### src/rtl/bus_frame_pkg.sv
// bus_frame_pkg: beat numbering, phase type and defaults for the byte-serial bus frame
package bus_frame_pkg;
  typedef logic [3:0] phase_t;
  localparam phase_t BEAT_IDLE = 4'd0;
  localparam phase_t BEAT_A0 = 4'd1;
  localparam phase_t BEAT_A1 = 4'd2;
  localparam phase_t BEAT_A2 = 4'd3;
  localparam phase_t BEAT_A3 = 4'd4;
  localparam phase_t BEAT_CTL = 4'd5;
  localparam phase_t BEAT_ACC = 4'd6;
  localparam phase_t BEAT_CAP = 4'd7;
  localparam phase_t BEAT_R0 = 4'd8;
  localparam phase_t BEAT_R1 = 4'd9;
  localparam phase_t BEAT_R2 = 4'd10;
  localparam phase_t BEAT_R3 = 4'd11;
  localparam phase_t BEAT_LAST = 4'd11;
  localparam bit WRITE_POL_DEF = 1'b1;
endpackage

### src/rtl/frame_byte_gather.sv
// frame_byte_gather: 4x8 byte-lane register written one lane per cycle
module frame_byte_gather (
  input  logic        clk,
  input  logic        rst,
  input  logic        we,
  input  logic [1:0]  lane,
  input  logic [7:0]  din,
  output logic [31:0] q
);
  logic [31:0] lanes_q, lanes_d;
  always_comb begin
    lanes_d = lanes_q;
    if (we) lanes_d[{lane, 3'b000} +: 8] = din;
  end
  always_ff @(posedge clk) lanes_q <= rst ? '0 : lanes_d;
  assign q = lanes_q;
endmodule

### src/rtl/bus_frame_responder.sv
// bus_frame_responder: memory-side byte-serial frame deserializer, access strobe and read serializer
module bus_frame_responder
  import bus_frame_pkg::*;
#(
  parameter bit WRITE_POL = WRITE_POL_DEF
) (
  input  logic        clk,
  input  logic        rst,
  input  logic        frame_sync,
  input  logic [7:0]  addr_in,
  input  logic [7:0]  data_in,
  output logic [7:0]  data_out,
  output logic        data_oe,
  output logic        mem_en,
  output logic        mem_we,
  output logic [31:0] mem_addr,
  output logic [31:0] mem_wdata,
  input  logic [31:0] mem_rdata,
  output logic        busy,
  output logic        abort
);
  phase_t ph_q, ph_d, cur;
  logic mem_en_q, mem_en_d, mem_we_q, mem_we_d, abort_q, abort_d, data_oe_q, data_oe_d, gather;
  logic [7:0] data_out_q, data_out_d;
  logic [31:0] rbuf_q, rbuf_d;
  logic [1:0] lane;
  always_comb begin
    cur = frame_sync ? BEAT_A0 : ph_q;
    ph_d = (cur == BEAT_IDLE || cur == BEAT_LAST) ? BEAT_IDLE : phase_t'(cur + 4'd1);
    gather = cur >= BEAT_A0 && cur <= BEAT_A3;
    lane = cur[1:0] - 2'd1;
    mem_en_d = cur == BEAT_CTL;
    mem_we_d = cur == BEAT_CTL ? addr_in[0] == WRITE_POL : mem_we_q;
    rbuf_d = (cur == BEAT_CAP && !mem_we_q) ? mem_rdata : rbuf_q;
    data_oe_d = ph_d >= BEAT_R0 && !mem_we_q;
    data_out_d = data_oe_d ? rbuf_d[{ph_d[1:0], 3'b000} +: 8] : 8'd0;
    abort_d = frame_sync && ph_q >= BEAT_A1 && ph_q < BEAT_LAST;
  end
  always_ff @(posedge clk) begin
    if (rst) begin
      ph_q <= BEAT_IDLE;
      mem_en_q <= 1'b0;
      mem_we_q <= 1'b0;
      abort_q <= 1'b0;
      data_oe_q <= 1'b0;
      data_out_q <= '0;
      rbuf_q <= '0;
    end else begin
      ph_q <= ph_d;
      mem_en_q <= mem_en_d;
      mem_we_q <= mem_we_d;
      abort_q <= abort_d;
      data_oe_q <= data_oe_d;
      data_out_q <= data_out_d;
      rbuf_q <= rbuf_d;
    end
  end
  frame_byte_gather u_addr (.clk(clk), .rst(rst), .we(gather), .lane(lane), .din(addr_in), .q(mem_addr));
  frame_byte_gather u_wdata (.clk(clk), .rst(rst), .we(gather), .lane(lane), .din(data_in), .q(mem_wdata));
  assign busy = ph_q != BEAT_IDLE;
  assign abort = abort_q;
  assign mem_en = mem_en_q;
  assign mem_we = mem_we_q;
  assign data_oe = data_oe_q;
  assign data_out = data_out_q;
endmodule
### config.mk
export PLATFORM = sky130hd
export DESIGN_NAME = bus_frame_responder
export DESIGN_NICKNAME = d
export VERILOG_FILES = /design/src/rtl/bus_frame_pkg.sv /design/src/rtl/frame_byte_gather.sv /design/src/rtl/bus_frame_responder.sv
export SDC_FILE = /design/constraint.sdc
export NUM_CORES = 1
export LEC_CHECK = 0
export CAP_MARGIN = 20
export CORE_MARGIN = 5
export CORE_UTILIZATION = 50
export CTS_CLUSTER_SIZE = 24
export DETAILED_ROUTE_END_ITERATION = 10
export PLACE_DENSITY = 0.9
export REMOVE_ABC_BUFFERS = 1
export SLEW_MARGIN = 15
export SYNTH_ARGS = -nofsm -noshare
export SYNTH_HDL_FRONTEND = slang
export SYNTH_HIERARCHICAL = 1
export SYNTH_SLANG_ARGS = --single-unit
### constraint.sdc
create_clock -name clk -period 7.4 [get_ports clk]
set_input_delay 1.48 -clock clk [delete_from_list [all_inputs] [get_ports clk]]
set_output_delay 1.48 -clock clk [all_outputs]
set_load 0.01 [all_outputs]
# ---- Word level (Yosys, flattened, before mapping)
# Index checks and enable logic that the tools add are counted.
dict set report classes {
  reduce_logical 10
  mux 5
  bitwise_logic 1
  eq_ne 3
  addsub 3
  order_cmp 5
  shifts 4
}
# cell count
set op_table {}
lappend op_table {{$bwmux 32} 2}
lappend op_table {{$shiftx 8x7->32} 2}
lappend op_table {{$mux 32} 1}
lappend op_table {{$shift 8x7->32 const A} 1}
lappend op_table {{$shiftx 32x6->8} 1}
lappend op_table {{$eq 4x3->1 const B} 2}
lappend op_table {{$mux 4} 2}
lappend op_table {{$neg 5->7} 1}
lappend op_table {{$logic_and 1x1->1} 5}
lappend op_table {{$add 4x1->4 const B} 1}
lappend op_table {{$eq 4x4->1 const B} 1}
lappend op_table {{$ge 4x1->1 const B} 1}
lappend op_table {{$ge 4x2->1 const B} 1}
lappend op_table {{$ge 4x4->1 const B} 1}
lappend op_table {{$le 4x3->1 const B} 1}
lappend op_table {{$logic_not 4->1} 1}
lappend op_table {{$lt 4x4->1 const B} 1}
lappend op_table {{$reduce_bool 4->1} 1}
lappend op_table {{$reduce_or 2->1} 1}
lappend op_table {{$sub 2x1->2 const B} 1}
lappend op_table {{$logic_not 1->1} 1}
lappend op_table {{$logic_or 1x1->1} 1}
lappend op_table {{$not 1->1} 1}
dict set report totals {
  out_inout_bits 77
  wordCells 40
  input_bits 51
  reg_bits 112
}

# ---- Depth between registers and ports, before layout
dict set report logic_depth {
  word_depth 8
  mapped_depth 10
  mapped_depth_nobuf 9
}

# ---- Cells and area by module
# Netlist, hierarchy kept.
# module seq_area_each_um2 cells_per_inst n_inst area_each_um2
set modules_own_cells {}
lappend modules_own_cells {bus_frame_responder 960.9 178 1 1930.6}
lappend modules_own_cells {{frame_byte_gather (u_addr)} 640.6 111 1 1156.1}
lappend modules_own_cells {{frame_byte_gather (u_wdata)} 640.6 117 1 1134.8}

# ---- Worst setup path before layout
# No wires, ideal clock.
dict set report synth_timing {
  kind {in2reg}
  from {in frame_sync}
  to {reg u_wdata.lanes_q[16], in the netlist u_wdata/q[16]}
  path_stages 10
  setup_ns 0.062
  arrival_time_ns 3.607
  n_path_buf 1
  slack_ns 3.730
  t_required_ns 7.338
  cell_sequence {or2_0 -> clkbuf_1 -> inv_1 -> ha_1 -> inv_1 -> a21oi_1 -> o32a_1 -> nand2b_1 -> nor4_4 -> a32o_1}
}
dict set report synth_via {
  elab_chain_len 5
  word_cells_on_any_way 9
  classes_between {add/sub: 2; order compare: 2; shift: 2; mux: 2; reduce/logical: 1}
}
# item line
set synth_lines {}
lappend synth_lines {{from (decl)} bus_frame_responder.sv:9} ;# input logic frame_sync,
lappend synth_lines {{$mux 4 (*)} bus_frame_responder.sv:28} ;# cur = frame_sync ? BEAT_A0 : ph_q;
lappend synth_lines {{$sub 2x1->2 (*)} bus_frame_responder.sv:31} ;# lane = cur[1:0] - 2'd1;
lappend synth_lines {{net lane[0]} bus_frame_responder.sv:26} ;# logic [1:0] lane;
lappend synth_lines {{$neg 5->7 (*)} frame_byte_gather.sv:13} ;# if (we) lanes_d[{lane, 3'b000} +: 8] = din;
lappend synth_lines {{$shiftx 8x7->32 or $shift 8x7->32 (tied branches)} frame_byte_gather.sv:13}
lappend synth_lines {{$bwmux 32 (*)} frame_byte_gather.sv:13}
lappend synth_lines {{to (signal assigned)} frame_byte_gather.sv:15} ;# always_ff @(posedge clk) lanes_q <= rst ? '0 : lanes_d;
lappend synth_lines {{to (decl)} frame_byte_gather.sv:10} ;# logic [31:0] lanes_q, lanes_d;
# The timed path passes the listed nets; every way through them passes the cells marked *.
# A chain may end at the register's enable or synchronous reset.

# ---- Worst setup path after layout
dict set report layout_timing {
  from {in frame_sync}
  to {reg u_wdata.lanes_q[22], in the netlist u_wdata/q[22]}
}
# The elaborated chain is that of the path after synthesis.

==> results.py <==
metrics = {
    "outcome": {
        "run_status": "finished clean",
    },
    "sta": {
        "whs_ps": 463.2,
        "clock_skew_ps": 11.68,
        "setup_viol": 0,
        "period_share_pct": 59.41,
        "worst_pin_slew_ps": 909.8,
        "timing.slew.headroom_pct": 39.35,
        "finalSetupTns_ps": 0,
        "fin_crit_ps": 4397,
        "slew_viol_final": 0,
        "hold_viol": 0,
        "rsz0062_at_grt": "false",
        "clock.fmax_ghz": 0.2275,
        "fin_ws_ps": 3003,
    },
    "route": {
        "vias_per_cell": 5.367,
        "vias": 3440,
        "drt_iter0_markers": 144,
        "ant_nets": 0,
        "firstDrtPassIters": 4,
        "drc": 0,
        "wl_per_cell_um": 16.53,
        "wl_mm": 10.60,
    },
    "layout": {
        "n_antenna_cell": 0,
        "fin_area_sq_mm": 0.005759,
        "layout.nets": 595,
        "area_growth_pct": 36.43,
        "drive_above_1_share_pct": 6.530,
    },
    "clock_tree": {
        "cts_htree_levels": 3,
        "post_cts_buffers": 0,
        "cts_tree": "yes",
        "cts.sinks": 112,
        "ctsHoldBuffers": 0,
        "numCtsBuffers": 9,
        "cts-root-buf": "clkbuf_8",
        "clockBufferDepth": 2,
        "cts_resized": 0,
        "insertion_delay_ps": 360,
        "clk_pin_slew_worst_paths_ps": 100,
    },
    "floorplan": {
        "io_pins": 128,
        "core_sq_mm": 0.008217,
        "fp.dieH_um": 101.9,
        "num_rows": 33,
        "design.die.area_sq_mm": 0.01038,
        "dieWidth_um": 101.9,
        "initial_core_util_pct": 51.38,
    },
    "logic_synthesis": {
        "yosysSeqAreaShare_pct": 53.11,
        "synthTopCellsByArea": "dfxtp_1 (53%), mux2i_1 (7.8%), nand2_1 (5.4%)",
        "synth_seq_cells": 112,
        "synth_flop_cell": "dfxtp_1",
        "syn_inst": 406,
        "yosys.area.top_type": "dfxtp_1",
        "synth_top_area_share_pct": 53.11,
        "ys_warn_count": 6,
        "syn_area_sq_mm": 0.004222,
        "syn_avg_cell_area_sq_um": 10.40,
        "ys_types": 37,
        "synthArstFlopShare_pct": 0,
        "synth_edf_count": 0,
    },
    "placed_design": {
        "dpl-instance-area_sq_mm": 0.005544,
        "gp_congestion": 0.7993,
        "portBuffers": 127,
        "place_ws_ps": 2661,
        "hpwlAfterDp_mm": 7.826,
    },
    "worst_setup_path": {
        "cp_data_arrival_time_ps": 4700,
        "worstSetupEndpointType": "flip-flop",
        "rrSetupSlack_ps": 4390,
        "crit_top_cell": "inv_1",
        "crit_path_cell_trace": "clkdlybuf4s50_1 > or2_0 > inv_1 > ha_1 > inv_1 > a21oi_1 > o32a_1 > nand2b_1 > nor4_4 > a32o_1",
        "crit_fanout": 14,
        "start_kind": "input port",
        "cp.required_ps": 7700,
        "cp_slowest_stage_delay_ps": 550,
        "critPathKind": "in2reg",
        "critPathSlowestCell": "o32a_1",
    },
    "global_route": {
        "grt-ovfl-total": 0,
        "grt_pass1_wl_mm": 17.17,
        "grt_max_degree": 51,
        "grt_pass1_vias": 3531,
        "grtUsageTotal_pct": 20.91,
        "antenna_found_initial": 0,
    },
    "hold_path": {
        "worstHoldPathType": "reg2reg",
    },
    "power_and_ir_drop": {
        "leakage_nw": 2.322,
        "ir_drop_v": 0.0001144,
        "power_per_cell_area_mw_per_mm2": 194.2,
    },
    "run": {
        "maxCapViolCount": 0,
    },
}
-- registers in the layout, indices dropped and copies added, names as in the netlist, 4 cells and up --
signal     count
rbuf_q        32
u_addr/q      32
ph_q           4
u_wdata/q     32
data_out       8
-- placed cells by master (no fill, tap or decap), drive strengths merged, types with 7 or more instances in the layout --
master / Yosys / layout
a32o: 16 / 16
dfxtp: 112 / 112
inv: 11 / 12
clkbuf: 7 / 11
nand2: 61 / 61
o21ai: 40 / 40
nor2: 50 / 50
a22o: 7 / 7
mux4: 8 / 8
a21oi: 13 / 13
mux2i: 33 / 33
clkdlybuf4s50: 0 / 126
ha: 13 / 13
-- worst max-delay path: cells and delay by family --
family	cells	cell delay, ps
adders and majority gates	1	290
AOI/OAI and AO/OA	3	930
and+or+nand+nor	3	940
buffers and inverters	3	1030
-- report_power, final --
group | internal (mW) | switching, mW
registers | 0.610 | 0.00495
clock network | 0.178 | 0.200
logic | 0.0581 | 0.0680
-- kinds of logic (layout without fill, tap and decap cells) --
group           after synthesis  in the layout  synth area share (%)
simple gates                135            135                 15.59
flops                       112            112                 53.11
compound gates               79             79                 12.18
mux                          41             41                 12.09
buf+inv                      24            154                 2.756
fa+ha+maj                    13             13                 3.853
xor+xnor                      2              2                0.4150
-- metal layers --
layer,GRT usage (%),vias up,routed length (um)
met2,35.81,128,5231
met3,3.823,13,719
met5,0,-,0
met4,6.660,0,157
met1,26.93,1631,4489
li1,-,1668,-
-- path summary, 6_finish.rpt --
kind / from / depth (start not counted) / end
max: frame_sync / 10 / u_wdata/q[22]
min: u_wdata/q[8] / 2 / u_wdata/q[8]
max reg2reg: ph_q[0] / 9 / u_wdata/q[22]
min reg2reg: u_wdata/q[8] / 2 / u_wdata/q[8]
-- metrics by stage --
step / power (mW) / util [%] / std cells
after floorplan: 0.6887 / - / 393
after global placement: 0.7495 / 67.47 / 625
after detailed placement: 0.7539 / 67.47 / 625
after CTS: 1.126 / 70.09 / 641
after global routing: 1.167 / 70.09 / 641
final: 1.118 / 70.09 / 641
-- cells in the mapped netlist, drive strengths merged (7+ instances only) --
cell type	number
dfxtp	112
nand2	61
nor2	50
o21ai	40
mux2i	33
a32o	16
a21oi	13
ha	13
inv	11
mux4	8
a22o	7
clkbuf	7
-- area by class of cell --
class / instances / area (sq um)
Multi-Input combinational cell: 270 / 1863
Inverter: 11 / 41.29
Tap cell: 105 / 131.4
Sequential cell: 112 / 2242
Clock buffer: 11 / 151.4
Timing Repair Buffer: 127 / 1266
Clock inverter: 5 / 63.81
Fill cell: 609 / 2457
No activity file was read; power rests on OpenSTA's default activity.
